`src/rtl/fifo.sv`:
```
// Packet FIFO: DEPTH slots of WIDTH bytes, byte-addressed write into the open slot, byte-addressed read of the head.
// Optional build macro FIFO_LEN_CHECK_EN gates each commit on the packet length stored in byte 2 of the slot.
module fifo #(
    parameter int DEPTH     = 3,
    parameter int WIDTH     = 11,
    parameter int UWIDTH    = 8,
    parameter int PTR_SZ    = 2,
    parameter int PTR_IN_SZ = 4
) (
    input  logic                 clk1,
    input  logic                 rst,
    input  logic                 winc,
    input  logic [PTR_IN_SZ-1:0] waddr_in,
    input  logic [UWIDTH-1:0]    wdata,
    input  logic                 rinc,
    input  logic [PTR_IN_SZ-1:0] raddr_in,
    output logic [UWIDTH-1:0]    rdata,
    output logic                 wfull,
    output logic                 rempty
);

    localparam logic [PTR_SZ:0]    COUNT_MAX  = (PTR_SZ+1)'(DEPTH);
    localparam logic [PTR_SZ:0]    COUNT_ONE  = {{PTR_SZ{1'b0}}, 1'b1};
    localparam logic [PTR_SZ-1:0]  LAST_SLOT  = PTR_SZ'(DEPTH - 32'sd1);
    localparam logic [PTR_SZ-1:0]  SLOT_ONE   = {{(PTR_SZ-1){1'b0}}, 1'b1};
    localparam logic [PTR_IN_SZ:0] SLOT_BYTES = (PTR_IN_SZ+1)'(WIDTH);

    typedef enum logic {
        ACCEPT = 1'b0,
        FULL   = 1'b1
    } wstate_t;

    logic [UWIDTH-1:0] mem [DEPTH][WIDTH];

    logic [PTR_SZ-1:0] wptr_r;
    logic [PTR_SZ-1:0] rptr_r;
    logic [PTR_SZ:0]   count_r;
    logic [PTR_SZ:0]   count_next_s;
    wstate_t           state_r;
    wstate_t           state_next_s;
    logic              wr_en_s;
    logic              rd_ok_s;
    logic              len_ok_s;
    logic              commit_s;
    logic              pop_s;

    function automatic logic [PTR_SZ-1:0] next_slot(input logic [PTR_SZ-1:0] p);
        return (p == LAST_SLOT) ? {PTR_SZ{1'b0}} : p + SLOT_ONE;
    endfunction

    assign wfull    = (count_r == COUNT_MAX);
    assign rempty   = (count_r == {(PTR_SZ+1){1'b0}});
    assign wr_en_s  = !wfull  && ({1'b0, waddr_in} < SLOT_BYTES);
    assign rd_ok_s  = !rempty && ({1'b0, raddr_in} < SLOT_BYTES);
    assign commit_s = winc && !wfull && len_ok_s;
    assign pop_s    = rinc && !rempty;

`ifdef FIFO_LEN_CHECK_EN
    localparam logic [PTR_IN_SZ-1:0] SIZE_IDX = PTR_IN_SZ'(2'd2);
    logic [UWIDTH:0] len_target_s;
    // The CRC byte sits at size+3, so the committing write must land exactly there.
    assign len_target_s = {1'b0, mem[wptr_r][SIZE_IDX]} + (UWIDTH+1)'(2'd3);
    assign len_ok_s     = (len_target_s == (UWIDTH+1)'(waddr_in));
`else
    assign len_ok_s = 1'b1;
`endif

    // Byte writes into the open slot; storage is deliberately not reset.
    always_ff @(posedge clk1) begin
        if (wr_en_s) begin
            mem[wptr_r][waddr_in] <= wdata;
        end
    end

    // Occupancy update from the commit/pop pair.
    always_comb begin
        count_next_s = count_r;
        case ({commit_s, pop_s})
            2'b10:   count_next_s = count_r + COUNT_ONE;
            2'b01:   count_next_s = count_r - COUNT_ONE;
            default: count_next_s = count_r;
        endcase
    end

    // Write-side state: FULL is entered only by the commit that fills the last slot.
    always_comb begin
        state_next_s = state_r;
        case (state_r)
            ACCEPT: begin
                if (commit_s && !pop_s && (count_r == COUNT_MAX - COUNT_ONE)) begin
                    state_next_s = FULL;
                end else begin
                    state_next_s = ACCEPT;
                end
            end
            FULL: begin
                if (pop_s) begin
                    state_next_s = ACCEPT;
                end else begin
                    state_next_s = FULL;
                end
            end
            default: state_next_s = ACCEPT;
        endcase
    end

    // Pointers, occupancy, state and the registered read byte.
    always_ff @(posedge clk1) begin
        if (rst) begin
            wptr_r  <= {PTR_SZ{1'b0}};
            rptr_r  <= {PTR_SZ{1'b0}};
            count_r <= {(PTR_SZ+1){1'b0}};
            state_r <= ACCEPT;
            rdata   <= {UWIDTH{1'b0}};
        end else begin
            wptr_r  <= commit_s ? next_slot(wptr_r) : wptr_r;
            rptr_r  <= pop_s ? next_slot(rptr_r) : rptr_r;
            count_r <= count_next_s;
            state_r <= state_next_s;
            rdata   <= rd_ok_s ? mem[rptr_r][raddr_in] : {UWIDTH{1'b0}};
        end
    end

endmodule

```
`config.mk`:
```
export PLATFORM = sky130hd
export DESIGN_NAME = fifo
export DESIGN_NICKNAME = d
export VERILOG_FILES = /design/src/rtl/fifo.sv
export SDC_FILE = /design/constraint.sdc
export NUM_CORES = 1
export LEC_CHECK = 0
export ABC_AREA = 1
export CELL_PAD_IN_SITES_DETAIL_PLACEMENT = 1
export CELL_PAD_IN_SITES_GLOBAL_PLACEMENT = 2
export CORE_MARGIN = 2
export CORE_UTILIZATION = 38
export CTS_CLUSTER_SIZE = 40
export DETAILED_ROUTE_END_ITERATION = 6
export GPL_TIMING_DRIVEN = 0
export MAX_ROUTING_LAYER = met4
export PLACE_DENSITY_LB_ADDON = 0.1
export SYNTH_ARGS = -nofsm -noshare
export SYNTH_HDL_FRONTEND = slang
export SYNTH_SLANG_ARGS = --single-unit
```
`constraint.sdc`:
```
create_clock -name clk1 -period 2.1 [get_ports clk1]
set_clock_uncertainty 0.15 [all_clocks]
set_input_delay 0.525 -clock clk1 [delete_from_list [all_inputs] [get_ports clk1]]
set_output_delay 0.525 -clock clk1 [all_outputs]
set_load 0.02 [all_outputs]
```
==> metrics.md, run 1 <==
| Metric | Value |
|---|---|
| Largest net degree at the start of global routing | 34 |
| Worst Hold Class | in -> reg |
| Initial core utilization | 38.8% |
| Clk sinks | 281 |
| PD cells | 1050 nW/um^2 |
| Vias in the first global route | 8288 |
| Kind of critical path | in -> reg |
| Endpoints failing setup | 27 |
| Worst-path maximum fanout | 8 |
| DP Worst Slack | -1370 ps |
| Leakage power | 0.00525 uW |
| Vias | 7945 |
| Clk root buf | clkbuf_16 |
| Period Utilization, post-route | 103% |
| Setup crit end kind | flip-flop |
| Post-route DRC | 0 |
| Mapped Cells | 1034 |
| Fraction of layout cells with a size suffix above 1 | 19.5% |
| Clock transition at the registers of the reported paths | 60 ps |
| Initial antenna violation count | 0 |
| Dpl hpwl | 23600 um |
| CTS Buffer Depth | 3 |
| WHS | 208 ps |
| Multi-input gate area | 3240 um^2 |
| Global-route usage over all layers | 24.4% |
| EDFF count, synth | 264 |
| # nets final | 1151 |
| Fillers | 3160 |
| Most frequent cells in the layout | nand2_1 (303), edfxtp_1 (264), nand3_1 (147), nor2_1 (91), buf_2 (33) |
| Max incr delay on CP | 490 ps |
| Post-route cell area | 14200 um^2 |
| WP data arrival | 2210 ps |
| GPL Wtd Cong | 0.801 |
| Slew Viols, Final | 0 |
| RSZ-0062 raised after global routing | yes |
| Num rows | 63 |
| Sequential element share of the synthesized area | 71.3% |
| Placed Instance Area | 12300 um^2 |
| Worst-Margin Slew | 1290 ps |
| R2R setup slack | -10 ps |
| Storage cell area | 8270 um^2 |
| Area Overhead vs Synth | 22.1% |
| Startpoint types | input pin |
| Synth Cell Area | 11600 um^2 |
| Post-synth top area share | 68.4% |
| Crit-path cells | clkdlybuf4s50_1 > nor2_1 > nand3_1 > nor2_2 |
| Status | complete, but fails checks |
| CTS tree | yes |
| Clk Latency, worst-skew pair | 560 ps |
| Global-route wire length before repair | 54200 um |
| Net Count, Synth | 1056 |
| Crit-path slowest cell | nor2_2 |
| GRT Residual Overflow | 0 |
| DR vias/cell | 5.16 |
| Worst EP required | 2140 ps |
| Top-Level Pins | 30 |
| Total chip power | 14900 uW |
| Final TNS setup | -1180 ps |
| Mean instance size in the synthesized netlist | 11.2 um^2 |
| DRT Pass-1 Iters | 5 |
| Ant. Diodes | 0 |
| Synth area leaders | edfxtp_1 (68%), nand2_1 (10%), nand3_1 (6.6%) |
| Failing checks | negative setup slack |
| Seq cells post-synth | 281 |
| Netlist cell types | 23 |
| Most used DFF post-synth | edfxtp_1 |
| Hold Fails Final Rpt | 0 |
| H-tree levels | 1 |
| Max Cap Viol | 0 |
| ANT nets after route | 0 |
| Die ar. | 31900 um^2 |
| Final Worst Setup Slack | -66.7 ps |
| Horiz. Die Dim | 179 um |
| Yosys warning total | 0 |
| CORE AREA | 29900 um^2 |
| Leading cell type in the layout, fill and taps excluded | nand2_1 |
| CTS Buf Count | 31 |
| Max VDD drop | 0.662 mV |
| Cell taking the most area after synthesis | edfxtp_1 |
| Maximum clock frequency | 462 MHz |
| Final min period | 2170 ps |
| Port Buf Inserts | 27 |
| Slew headroom | 14.0% |
| Per-cell routed wire length | 23.6 um |
| Routed Wire Length | 36300 um |
| Async SR Flop Fraction | 0% |
| 1st-iter DRT viols | 566 |
| Hold Buf Count CTS | 0 |
| Die height | 179 um |
layout make-up:
class	instances	share of cell area [%]
inverter	40	1.13
buffer	55	2.65
clock buffer	38	5.66
sequential	281	58.4
tap	390	3.45
timing repair buffer	62	5.07
clock inverter	17	0.742
multi-input combinational	658	22.9
worst paths after layout:
kind | startpoint | endpoint | depth (start not counted)
max | waddr_in[3] | mem[1][61] | 4
min | rst | wptr_r[1] | 2
max reg2reg | wptr_r[0] | mem[1][24] | 5
min reg2reg | rptr_r[1] | flip-flop | 2
synthesized netlist by cell type (all sizes together), types with 3 or more instances:
master  count
nor2      125
a21oi      16
or2        16
nand3     153
clkbuf      8
o211ai     24
nor3        4
edfxtp    264
buf        47
inv        38
o21ai       3
nand2     311
a211oi      3
dfxtp      17
routing by layer:
metal | global-route usage [%] | share of wire (%)
met3 | 3.80 | 4.6
met1 | 33.0 | 46
met2 | 38.7 | 47
met5 | - | 0
met4 | 6.47 | 2.3
critical path, delay by kind of cell:
kind          cells  cell delay (ps)
simple gates      3             1220
buf+inv           1              470
registers in the layout, indices dropped and copies added (netlist names), named ones only:
| signal | count |
|---|---|
| wptr_r | 2 |
| rdata | 8 |
| count_r | 3 |
| mem | 264 |
| rptr_r | 2 |
per-stage QoR:
step                std cells  utilization (%)
CTS                      1534             46.8
floorplan                1034                -
finish                   1541             47.4
detailed placement       1451             41.3
global placement         1451             41.4
global route             1541             47.4
what timing repair did:
action	4_1_cts	5_1_grt
pin swaps	21	10
gates resized for setup	117	39
setup buffers	28	7
endpoints found under the setup margin	276	165
power by group:
part           leakage [uW]  internal [uW]  switching, uW  total, uW
clock              0.000441           2800           2180       4980
combinational       0.00229           1110           2500       3600
sequential          0.00252           6270           78.6       6350
kinds of logic after synthesis:
logic type | share of synthesized area, %
AOI/OAI and AO/OA | 2.63
adders and majority gates | 0.280
buffers and inverters | 4.05
DFF | 71.3
and+or+nand+nor | 21.7
(Power assumes the default switching activity.)
==> run 2: changes to the inputs <==
--- a/config.mk
+++ b/config.mk
@@ -12,9 +12,10 @@
 export CORE_UTILIZATION = 38
 export CTS_CLUSTER_SIZE = 40
 export DETAILED_ROUTE_END_ITERATION = 6
-export GPL_TIMING_DRIVEN = 0
+export GPL_TIMING_DRIVEN = 1
 export MAX_ROUTING_LAYER = met4
 export PLACE_DENSITY_LB_ADDON = 0.1
+export SETUP_SLACK_MARGIN = 0.2
 export SYNTH_ARGS = -nofsm -noshare
 export SYNTH_HDL_FRONTEND = slang
 export SYNTH_SLANG_ARGS = --single-unit
==> metrics.md, run 2 (synthesis gave the netlist of run 1 again) <==
| Metric | Value |
|---|---|
| Leading cell type in the layout, fill and taps excluded | nand2_1 |
| GRT Residual Overflow | 0 |
| PD cells | 1080 nW/um^2 |
| Max incr delay on CP | 380 ps |
| Num rows | 63 |
| WHS | 361 ps |
| DP Worst Slack | -593 ps |
| Vias | 8009 |
| Post-route DRC | 0 |
| RSZ-0062 raised after global routing | yes |
| R2R setup slack | 150 ps |
| Per-cell routed wire length | 22.8 um |
| # nets final | 1189 |
| Clk root buf | clkbuf_16 |
| Largest register by flop count | mem |
| Worst-path maximum fanout | 3 |
| Global-route usage over all layers | 22.7% |
| Endpoints failing setup | 0 |
| Final Worst Setup Slack | 81.6 ps |
| Hold Fails Final Rpt | 0 |
| Initial antenna violation count | 0 |
| Most frequent cells in the layout | nand2_1 (297), edfxtp_1 (264), nand3_1 (140), nor2_1 (97), buf_4 (85) |
| 1st-iter DRT viols | 506 |
| Global-route wire length before repair | 51200 um |
| Max VDD drop | 0.709 mV |
| WP data arrival | 1340 ps |
| Status | complete, no violations |
| Fillers | 3121 |
| Initial core utilization | 38.8% |
| DRT Pass-1 Iters | 4 |
| CTS Buffer Depth | 3 |
| ANT nets after route | 0 |
| Gr busiest metal | met2 |
| Max FFs per register | 264 |
| GR Layer Usage met2 | 37.9% |
| Hold path depth | 2 |
| Critical hold path startpoint | rptr_r[1] |
| Routed Wire Length | 36000 um |
| Final min period | 2020 ps |
| Worst Hold Class | reg -> reg |
| Final core occ | 50.0% |
| Kind of critical path | reg -> out |
| Clk sinks | 281 |
| GPL Wtd Cong | 0.759 |
| Setup crit end kind | output pin |
| Worst EP required | 1420 ps |
| Vias in the first global route | 8186 |
| Crit-path slowest cell | dfxtp_4 |
| Slew Viols, Final | 0 |
| GR Util met1 | 30.7% |
| Largest net degree at the start of global routing | 35 |
| DR vias/cell | 5.07 |
| Die height | 179 um |
| Worst-Margin Slew | 536 ps |
| Port Buf Inserts | 29 |
| Period Utilization, post-route | 96.1% |
| Maximum clock frequency | 495 MHz |
| Dpl hpwl | 21500 um |
| Hold Buf Count CTS | 0 |
| Fraction of layout cells with a size suffix above 1 | 23.2% |
| Crit path max-delay family | flip-flops |
| CP bufs+invs | 2 |
| Horiz. Die Dim | 179 um |
| Storage cell area | 8280 um^2 |
| Top-Level Pins | 30 |
| CTS Buf Count | 30 |
| Multi-input gate area | 3280 um^2 |
| CORE AREA | 29900 um^2 |
| Dpl cells | 1489 |
| Max Cap Viol | 0 |
| Capture point of the worst reg-to-reg path | mem[0][50] |
| Die ar. | 31900 um^2 |
| Clock transition at the registers of the reported paths | 60 ps |
| Worst r2r path cells | 10 |
| Biggest regs | mem x264, rdata x8, count_r x3 |
| H-tree levels | 1 |
| Finished Layout Cells | 1581 |
| Startpoint types | flip-flop |
| Crit-path cells | inv_4 > nor3_4 > buf_4 |
| Area Overhead vs Synth | 28.7% |
| Slew headroom | 64.3% |
| Clk Latency, worst-skew pair | 550 ps |
| Ant. Diodes | 0 |
| Critical register-to-register path startpoint | count_r[1] |
| CTS tree | yes |
| Met3 Use GR | 2.78% |
| Leakage power | 0.00569 uW |
[run 2: changes by cell type in the layout (fill, tap and decap cells not counted), moves of 7 or more]
cell	previous run	this run
buf_2	33	1
buf_4	26	85
nand3_1	147	140
buf_6	7	14
clkdlybuf4s50_1	8	16
nand3_2	6	13
clkbuf_2	7	0
nor2_4	30	18
[run 2: power by group]
| part | leakage [uW] | internal (uW) | switching, uW | total [uW] |
|---|---|---|---|---|
| registers | 0.00252 | 6280 | 113 | 6390 |
| clock network | 0.000489 | 3220 | 2100 | 5330 |
| logic | 0.00268 | 1720 | 2650 | 4370 |
| total | 0.00569 | 11200 | 4860 | 16100 |
[run 2: metrics by stage]
stage                     TNS, ps  total power [uW]  instance area (um^2)
after floorplan                 0              8530                 11800
after global placement    -108610              9890                 13200
after detailed placement  -117440              9920                 13200
after CTS                       0             15500                 14400
after global routing            0             16700                 14900
final                           0             16100                 14900
[run 2: worst max path at each step]
stage | slack, ps | startpoint | to | cells after the start
2_1_floorplan | 40 | count_r[1] | count_r[2] | 11
3_3_place_gp | -530 | waddr_in[0] | mem[0][52] | 10
3_5_place_dp | -590 | waddr_in[0] | mem[0][34] | 10
4_1_cts | 30 | count_r[1] | wfull | 3
5_1_grt | 30 | count_r[1] | wfull | 3
6_report | 80 | count_r[1] | wfull | 3
[run 2: worst reg2reg max path: cells and delay by family (launching register included)]
kind	cells	cell delay, ps
DFF	1	360
buffers and inverters	5	560
and+or+nand+nor	5	560
[run 2: final cells by class]
class,instances,area share [%]
sequential,281,55.5
multi-input combinational,658,22.0
timing repair buffer,153,11.1
clock buffer,49,6.20
tap,390,3.27
inverter,40,1.25
clock inverter,7,0.537
timing repair inverter,3,0.176
[run 2: per-layer routing]
metal / vias to the layer above / share of wire [%]
li1: 3820 / -
met1: 4015 / 46
met2: 143 / 50
met3: 31 / 3.6
met4: 0 / 1.2
met5: - / 0
[run 2: timing repair]
action | CTS | global route
gates cloned | 2 | 8
setup endpoints to repair | 235 | 220
gates resized for setup | 51 | 60
pin swaps | 10 | 15
buffers inserted | 8 | 18
